[src/rtl/seq_detector_param.sv]
// Serial matcher for a runtime-loadable PAT_W-bit pattern with overlap/non-overlap modes and a saturating match counter.
// Latency: detect_out rises one cycle after the edge that samples the final pattern bit. No backpressure: a bit is consumed whenever seq_valid is high.
module seq_detector_param #(
  parameter int               PAT_W     = 4,
  parameter logic [PAT_W-1:0] RESET_PAT = 4'b1011,
  parameter int               CNT_W     = 8
) (
  input  logic             clk,
  input  logic             reset,
  input  logic             seq_valid,
  input  logic             seq_in,
  input  logic             overlap_en,
  input  logic             pat_load,
  input  logic [PAT_W-1:0] pat_in,
  input  logic             count_clr,
  output logic             detect_out,
  output logic [CNT_W-1:0] match_count,
  output logic [PAT_W-1:0] pattern
);

  localparam int               FILL_W   = $clog2(PAT_W);
  localparam logic [FILL_W-1:0] FILL_MAX = FILL_W'(PAT_W - 1);

  logic [PAT_W-2:0]  history_q, history_d;
  logic [FILL_W-1:0] fill_q, fill_d;
  logic [PAT_W-1:0]  pattern_q, pattern_d;
  logic [CNT_W-1:0]  count_q, count_d;
  logic              detect_q, detect_d;
  logic [PAT_W-1:0]  candidate;
  logic              match_now;

  always_comb begin
    history_d = history_q;
    fill_d    = fill_q;
    pattern_d = pattern_q;
    count_d   = count_q;
    match_now = 1'b0;
    candidate = {history_q, seq_in};

    // A pattern load wins over a bit presented in the same cycle; that bit is dropped.
    if (pat_load) begin
      pattern_d = pat_in;
      history_d = '0;
      fill_d    = '0;
    end else if (seq_valid) begin
      history_d = candidate[PAT_W-2:0];
      match_now = (fill_q == FILL_MAX) && (candidate == pattern_q);
      if (match_now && !overlap_en) begin
        fill_d = '0;
      end else if (fill_q != FILL_MAX) begin
        fill_d = fill_q + FILL_W'(1);
      end
    end

    // Clear beats a simultaneous match; the pulse still goes out.
    if (count_clr) begin
      count_d = '0;
    end else if (match_now && (count_q != {CNT_W{1'b1}})) begin
      count_d = count_q + CNT_W'(1);
    end

    detect_d = match_now;
  end

  always_ff @(posedge clk or negedge reset) begin
    if (!reset) begin
      history_q <= '0;
      fill_q    <= '0;
      pattern_q <= RESET_PAT;
      count_q   <= '0;
      detect_q  <= 1'b0;
    end else begin
      history_q <= history_d;
      fill_q    <= fill_d;
      pattern_q <= pattern_d;
      count_q   <= count_d;
      detect_q  <= detect_d;
    end
  end

  assign detect_out  = detect_q;
  assign match_count = count_q;
  assign pattern     = pattern_q;

endmodule

[config.mk]
export PLATFORM = sky130hd
export DESIGN_NAME = seq_detector_param
export DESIGN_NICKNAME = d
export VERILOG_FILES = /design/src/rtl/seq_detector_param.sv
export SDC_FILE = /design/constraint.sdc
export NUM_CORES = 1
export LEC_CHECK = 0
export BUFFER_PORTS_ARGS = -buffer_cell sky130_fd_sc_hd__buf_2
export CAP_MARGIN = 20
export CORE_UTILIZATION = 55
export CTS_CLUSTER_SIZE = 24
export DETAILED_ROUTE_END_ITERATION = 10
export PLACE_DENSITY = 0.82
export SYNTH_ARGS = -nofsm -noshare
export SYNTH_HDL_FRONTEND = slang
export SYNTH_SLANG_ARGS = --single-unit
[constraint.sdc]
create_clock -name clk -period 3.6 [get_ports clk]
set_clock_uncertainty 0.15 [all_clocks]
set_input_delay 0.18 -clock clk [delete_from_list [all_inputs] [get_ports clk]]
set_output_delay 0.18 -clock clk [all_outputs]
set_load 0.005 [all_outputs]
==> impl_metrics.yaml, run 1 <==
grt:
  grt_pass1_wl_mm: 3.20
  grt.met1_usage_pct: 29.5
  globalRoute.busiestLayer: "met2"
  global_route.usage.met3_pct: 3.60
  groute.layer.met2.usage_pct: 38.5
  groute.usage.overall_pct: 22.6
  antenna_found_initial: 0
  grt.overflow.total: 0
  grt_max_degree: 19
  grt_pass1_vias: 716
sta:
  timing.final.setup_violations: 0
  worstMarginPinSlew_ps: 529
  finalHoldViolCount: 0
  max_freq_mhz: 489
  finalCritPeriodShare_pct: 56.8
  grt_setup_unrepaired: "false"
  totalNegativeSetupSlack_ps: 0
  finalCriticalPeriod_ps: 2040
  fin_hold_ws_ps: 31.0
  timing.final.max_slew_violations: 0
  timing.max_slew.rel_slack_pct: 64.8
synth:
  yosysTopAreaCellShare_pct: 37.4
  synth-async-reset-ratio_pct: 100
  synth.yosys.warnings: 0
  mappedNetlistNets: 106
  synth_fa_ha_area_share_pct: 2.49
  synth_xor_xnor_area_share_pct: 6.61
  ys_ff_latch: 18
  synth_cells: 93
  synth_compound_gate_area_share_pct: 9.60
  syn-mean-instance-area_um2: 10.8
  ys_top_cells_by_area: "sky130_fd_sc_hd__dfrtp_1 (37%), sky130_fd_sc_hd__dfstp_2 (7.9%), sky130_fd_sc_hd__xnor2_2 (4.9%), sky130_fd_sc_hd__mux2_2 (4.5%), sky130_fd_sc_hd__mux2i_1 (4.0%)"
  synthSimpleGateAreaFrac_pct: 19.5
  ys_seq_area_share_pct: 45.3
  synth.area.mux_share_pct: 11.8
  synth_top_flop_cell: "sky130_fd_sc_hd__dfrtp_1"
  synth.largest_area_cell: "sky130_fd_sc_hd__dfrtp_1"
  combinational_family_with_the_most_area_after_synthesis: "simple AND/OR/NAND/NOR gates"
  syn_area_um2: 1000
  synth_edf_count: 0
  synth.distinct_cells: 32
cells_and_area:
  finish.utilization_pct: 69.1
  diodes: 0
  drive_above_1_share_pct: 32.5
  finish.net_count: 134
  filler_cell_count: 148
  area_growth_syn_to_layout_pct: 19.0
  design_area_um2: 1190
cts:
  h_tree_levels: 1
  ctsRootBufferMaster: "sky130_fd_sc_hd__clkbuf_4"
  cts.sinks: 18
  post-cts-setup-buffers: 0
  cts_repair_resize_count: 0
  cts_hold_repair.buffers: 5
  cts-root-to-sink-buffers: 2
  cts-buffers-inserted: 3
  clock_pin_slew_on_the_worst_setup_and_hold_paths_ps: 100
  clock_latency_on_the_worst_skew_pair_ps: 290
  tritoncts_clock_tree: "built"
place:
  detailed_place.area_um2: 1120
  gp_routability_congestion: 0.794
  buffer_ports.inserted: 23
  post-dp-hpwl_mm: 1.42
pwr:
  p_sw_mw: 0.0987
  switching_share_pct: 25.8
  internal_power_mw: 0.283
  power_density_nw_per_um2: 320
  power.share.clock_pct: 27.6
  static-leakage-power_nw: 0.541
  comb_power_share_pct: 14.6
  totalPowerFinal_mw: 0.382
  worst_vdd_rail_ir_drop_mv: 0.225
  power_frac_seq_pct: 57.8
die:
  rows: 15
  start_util_pct: 58.1
  dieArea_um2: 2000
  die_h_um: 44.7
  floorplan.die.width_um: 44.7
  design.core.area_um2: 1730
  top_level_ports: 24
flow_run:
  cap_violations: 0
min_path:
  worstHoldEndpoint: "fill_q[0]$_DFFE_PN0P_"
  hold-path-cell-count: 2
  timing.hold.worst.class: "in -> reg"
  hp-start: "pat_load"
setup_path:
  worstSetupEndpointType: "flop"
  rrSetupSlack_ps: 1560
  critPathMaxStageDelay_ps: 430
  timing.critical_path.slowest_stage_cell: "sky130_fd_sc_hd__dfrtp_1"
  critical_path_buf_inv_count: 0
  r2r.worst_path.cells: 5
  required_ps: 3630
  crit_family: "simple AND/OR/NAND/NOR gates"
  crit-reg2reg-capture: "match_count[5]$_DFFE_PN0P_"
  timing.critical_path.arrival_ps: 2070
  cp_max_fo: 13
  worstSetupStartpointType: "flop"
  worstSetupPathType: "reg -> reg"
  critical_r2r_launch: "match_count[0]$_DFFE_PN0P_"
  crit_path_cell_trace: "ha_1, nand3_1, o2111ai_2, nor4_2, mux2_1"
route:
  avgViaCountPerCell: 5.60
  detail_route.first_pass.iterations: 4
  drt_first_iter_violations: 25
  routed_wirelength_mm: 1.99
  remaining_drc_errors: 0
  dr_total_vias: 812
  antenna_violating_nets_remaining: 0
  detail_route.wl_per_cell_um: 13.7
outcome:
  run_status: "complete, no violations"
worst max-delay path by stage:
stage,start,to,slack (ps),cells past startpoint
floorplan,match_count[0]$_DFFE_PN0P_,match_count[5]$_DFFE_PN0P_,1750,6
global placement,match_count[0]$_DFFE_PN0P_,match_count[5]$_DFFE_PN0P_,1690,5
detailed placement,match_count[0]$_DFFE_PN0P_,match_count[5]$_DFFE_PN0P_,1600,5
CTS,match_count[0]$_DFFE_PN0P_,match_count[5]$_DFFE_PN0P_,1570,5
global route,match_count[0]$_DFFE_PN0P_,match_count[5]$_DFFE_PN0P_,1420,5
finish,match_count[0]$_DFFE_PN0P_,match_count[5]$_DFFE_PN0P_,1560,5
synthesized netlist by cell type, drive strengths merged, types with 2 or more instances:
cell / n
a21oi: 6
buf: 4
dfrtp: 15
dfstp: 3
ha: 2
inv: 3
mux2: 7
mux2i: 4
nand2: 6
nand3: 4
nand4: 2
nor2: 7
nor2b: 3
nor4: 3
o21ai: 3
o31ai: 4
or3: 3
or4: 3
xnor2: 4
per-stage QoR:
step                std cells  setup slack, ps
floorplan                  93             1750
detailed placement        136             1600
global placement          136             1690
finish                    145             1560
global route              145             1420
CTS                       145             1570
state kept, by name (all words and copies together) (netlist names):
name / cells
match_count: 8
pattern: 4
fill_q: 2
detect_out: 1
history_q: 3
layout by cell type (no fill, tap or decap), types with 2 or more instances in the layout:
cell type and instances:
sky130_fd_sc_hd__a21oi_1 6, sky130_fd_sc_hd__clkbuf_4 3, sky130_fd_sc_hd__buf_2 23, sky130_fd_sc_hd__nand2_1 6, sky130_fd_sc_hd__nor4_1 2, sky130_fd_sc_hd__o31ai_1 4
sky130_fd_sc_hd__ha_1 2, sky130_fd_sc_hd__mux2_1 3, sky130_fd_sc_hd__or4_1 3, sky130_fd_sc_hd__or3_1 3, sky130_fd_sc_hd__dfrtp_1 15, sky130_fd_sc_hd__xnor2_2 3
sky130_fd_sc_hd__dfstp_2 3, sky130_fd_sc_hd__nor2b_1 3, sky130_fd_sc_hd__mux2i_1 4, sky130_fd_sc_hd__inv_1 3, sky130_fd_sc_hd__nor2_1 7, sky130_fd_sc_hd__nand3_1 4
sky130_fd_sc_hd__dlygate4sd3_1 5, sky130_fd_sc_hd__o21ai_0 3, sky130_fd_sc_hd__mux2_2 4
area by class of cell:
cell class | count | area [um^2] | share of cell area, %
Inverter | 4 | 15.0 | 1.26
Timing Repair Buffer | 28 | 165 | 13.8
Clock buffer | 4 | 26.3 | 2.20
Tap cell | 25 | 31.3 | 2.62
Multi-Input combinational cell | 66 | 502 | 42.0
Sequential cell | 18 | 454 | 38.1
power by group through the flow:
stage	registers, mW	clock network (mW)	logic, mW
after global routing	0.222	0.113	0.0609
after floorplan	0.224	0	0.0343
final	0.221	0.105	0.0558
after detailed placement	0.225	0	0.0519
after global placement	0.224	0	0.0498
after CTS	0.221	0.109	0.0562
routing by layer:
layer | vias to the layer above | share of wire (%)
met2 | 28 | 51
met4 | 0 | 1.1
met5 | - | 0
met3 | 4 | 3.9
li1 | 386 | -
met1 | 394 | 44
cells by family after synthesis:
family / after synthesis
AOI/OAI and AO/OA: 15
xor gates and xnor gates: 5
adders and majority gates: 2
buffers and inverters: 9
DFF: 18
muxes: 11
and+or+nand+nor: 33
Power figures use the tool's default switching activity.
==> inputs of run 2 (changes only) <==
--- a/config.mk
+++ b/config.mk
@@ -7,10 +7,10 @@
 export LEC_CHECK = 0
 export BUFFER_PORTS_ARGS = -buffer_cell sky130_fd_sc_hd__buf_2
 export CAP_MARGIN = 20
-export CORE_UTILIZATION = 55
+export CORE_UTILIZATION = 51
 export CTS_CLUSTER_SIZE = 24
 export DETAILED_ROUTE_END_ITERATION = 10
-export PLACE_DENSITY = 0.82
+export PLACE_DENSITY = 0.77
 export SYNTH_ARGS = -nofsm -noshare
 export SYNTH_HDL_FRONTEND = slang
 export SYNTH_SLANG_ARGS = --single-unit
==> constraint.sdc (replaced) <==
create_clock -name clk -period 2.1 [get_ports clk]
set_clock_uncertainty 0.15 [all_clocks]
set_input_delay 0.105 -clock clk [delete_from_list [all_inputs] [get_ports clk]]
set_output_delay 0.105 -clock clk [all_outputs]
set_load 0.005 [all_outputs]
==> run 2 against run 1 <==
Die area up 7.5%. Non-clock buffer count rose by 3. Largest cell class unchanged. Final area up 3.5%. Wire length up 0.25%. Largest power group unchanged. Via count is 2.1% lower. Sequential power is 71% higher. Clock power rose by 70%. First-iteration DRC count fell by 40%. Combinational power up 85%. Sequential share of layout area down 1.3 points. Register-to-register slack worse by 1400 ps. Count of clock-buffer cells in the layout is the same.
==> impl_metrics.yaml, run 2 (synthesized netlist as in run 1, its figures left out) <==
outcome:
  run_status: "complete, no violations"
route:
  avgViaCountPerCell: 5.37
  drt_first_iter_violations: 15
  detail_route.first_pass.iterations: 4
  antenna_violating_nets_remaining: 0
  remaining_drc_errors: 0
  routed_wirelength_mm: 1.99
  dr_total_vias: 795
  detail_route.wl_per_cell_um: 13.5
cts:
  clock_latency_on_the_worst_skew_pair_ps: 290
  clock_pin_slew_on_the_worst_setup_and_hold_paths_ps: 110
  ctsRootBufferMaster: "sky130_fd_sc_hd__clkbuf_4"
  cts-root-to-sink-buffers: 2
  h_tree_levels: 1
  post-cts-setup-buffers: 0
  tritoncts_clock_tree: "built"
  cts-buffers-inserted: 3
  cts.sinks: 18
sta:
  timing.max_slew.rel_slack_pct: 73.4
  fin_hold_ws_ps: 8.95
  worstMarginPinSlew_ps: 399
  timing.final.max_slew_violations: 0
  totalNegativeSetupSlack_ps: 0
  finalCriticalPeriod_ps: 1980
  grt_setup_unrepaired: "false"
  finalCritPeriodShare_pct: 94.3
  max_freq_mhz: 505
  finalHoldViolCount: 0
  timing.final.setup_violations: 0
die:
  rows: 15
  design.core.area_um2: 1780
  start_util_pct: 56.3
  dieArea_um2: 2150
  top_level_ports: 24
  floorplan.die.width_um: 46.4
  die_h_um: 46.4
min_path:
  timing.hold.worst.class: "in -> reg"
grt:
  antenna_found_initial: 0
  grt_pass1_vias: 650
  grt.overflow.total: 0
  groute.usage.overall_pct: 19.5
  grt_pass1_wl_mm: 2.97
  grt_max_degree: 19
place:
  gp_routability_congestion: 0.781
  detailed_place.area_um2: 1120
  post-dp-hpwl_mm: 1.33
  buffer_ports.inserted: 23
cells_and_area:
  diodes: 0
  largest_register_ff_count: 8
  layout.cells.most_common: "sky130_fd_sc_hd__buf_2"
  drive_above_1_share_pct: 31.7
  area_growth_syn_to_layout_pct: 23.1
  finish.net_count: 137
  most_used_cells_in_the_layout_excluding_fill_and_tap_cells: "sky130_fd_sc_hd__buf_2 (23), sky130_fd_sc_hd__dfrtp_1 (15), sky130_fd_sc_hd__dlygate4sd3_1 (8)"
  design_area_um2: 1230
flow_run:
  cap_violations: 0
setup_path:
  required_ps: 2130
  worstSetupEndpointType: "flop"
  worstSetupStartpointType: "flop"
  worstSetupPathType: "reg -> reg"
  timing.critical_path.arrival_ps: 2010
  cp_max_fo: 13
  rrSetupSlack_ps: 120
pwr:
  static-leakage-power_nw: 0.554
  worst_vdd_rail_ir_drop_mv: 0.369
  totalPowerFinal_mw: 0.660
  power_density_nw_per_um2: 535
## run 2: cell types whose count changed in the layout (fill, tap and decap cells not counted)
cell and change:
sky130_fd_sc_hd__o2111ai_4 +1, sky130_fd_sc_hd__o2111ai_2 -1, sky130_fd_sc_hd__dlygate4sd3_1 +3
## run 2: final timing paths
path                                               to                       start  cells after the start
max                        match_count[5]$_DFFE_PN0P_  match_count[0]$_DFFE_PN0P_                      5
min                             fill_q[0]$_DFFE_PN0P_                  overlap_en                      3
max reg2reg                match_count[5]$_DFFE_PN0P_  match_count[0]$_DFFE_PN0P_                      5
min reg2reg                     fill_q[1]$_DFFE_PN0P_       fill_q[1]$_DFFE_PN0P_                      2
max in group asynchronous      pattern[3]$_DFFE_PN1P_                       reset                      2
min in group asynchronous  match_count[3]$_DFFE_PN0P_                       reset                      2
## run 2: power by group
part | switching [mW] | total, mW | leakage, nW | internal (mW)
logic | 0.0501 | 0.103 | 0.302 | 0.0527
registers | 0.0154 | 0.379 | 0.237 | 0.364
clock network | 0.105 | 0.178 | 0.0150 | 0.0737
## run 2: critical path: stages, from the launching register on
cell and delay, ps:
sky130_fd_sc_hd__dfrtp_1 430, sky130_fd_sc_hd__ha_1 260, sky130_fd_sc_hd__nand3_1 150, sky130_fd_sc_hd__o2111ai_4 220
sky130_fd_sc_hd__nor4_2 300, sky130_fd_sc_hd__mux2_1 360
## run 2: through the flow
step / utilization (%) / worst slack (ps) / cells
finish: 69.3 / 120 / 148
detailed placement: 62.7 / 88.1 / 136
floorplan: - / 249 / 93
CTS: 68.6 / 73.8 / 148
global route: 69.3 / 58.5 / 148
global placement: 62.7 / 113 / 136
## run 2: area by class of cell
cell class	instances	area (um^2)
Timing Repair Buffer	31	195
Multi-Input combinational cell	66	513
Inverter	4	15.0
Tap cell	25	31.3
Sequential cell	18	454
Fill cell	134	548
Clock buffer	4	26.3
## run 2: metal layers
| layer | share of wire, % | global-route usage [%] | vias to the layer above |
|---|---|---|---|
| met5 | 0 | 0 | - |
| met4 | 1.1 | 10.6 | 0 |
| met3 | 3.9 | 2.35 | 2 |
| met2 | 48 | 28.1 | 26 |
| met1 | 47 | 28.0 | 374 |
| li1 | - | - | 393 |
## run 2: what timing repair did
action	4_1_cts	5_1_grt
setup endpoints to repair	0	3
hold buffers	8	0
gates resized for setup	0	1
endpoints found under the hold margin	31	0
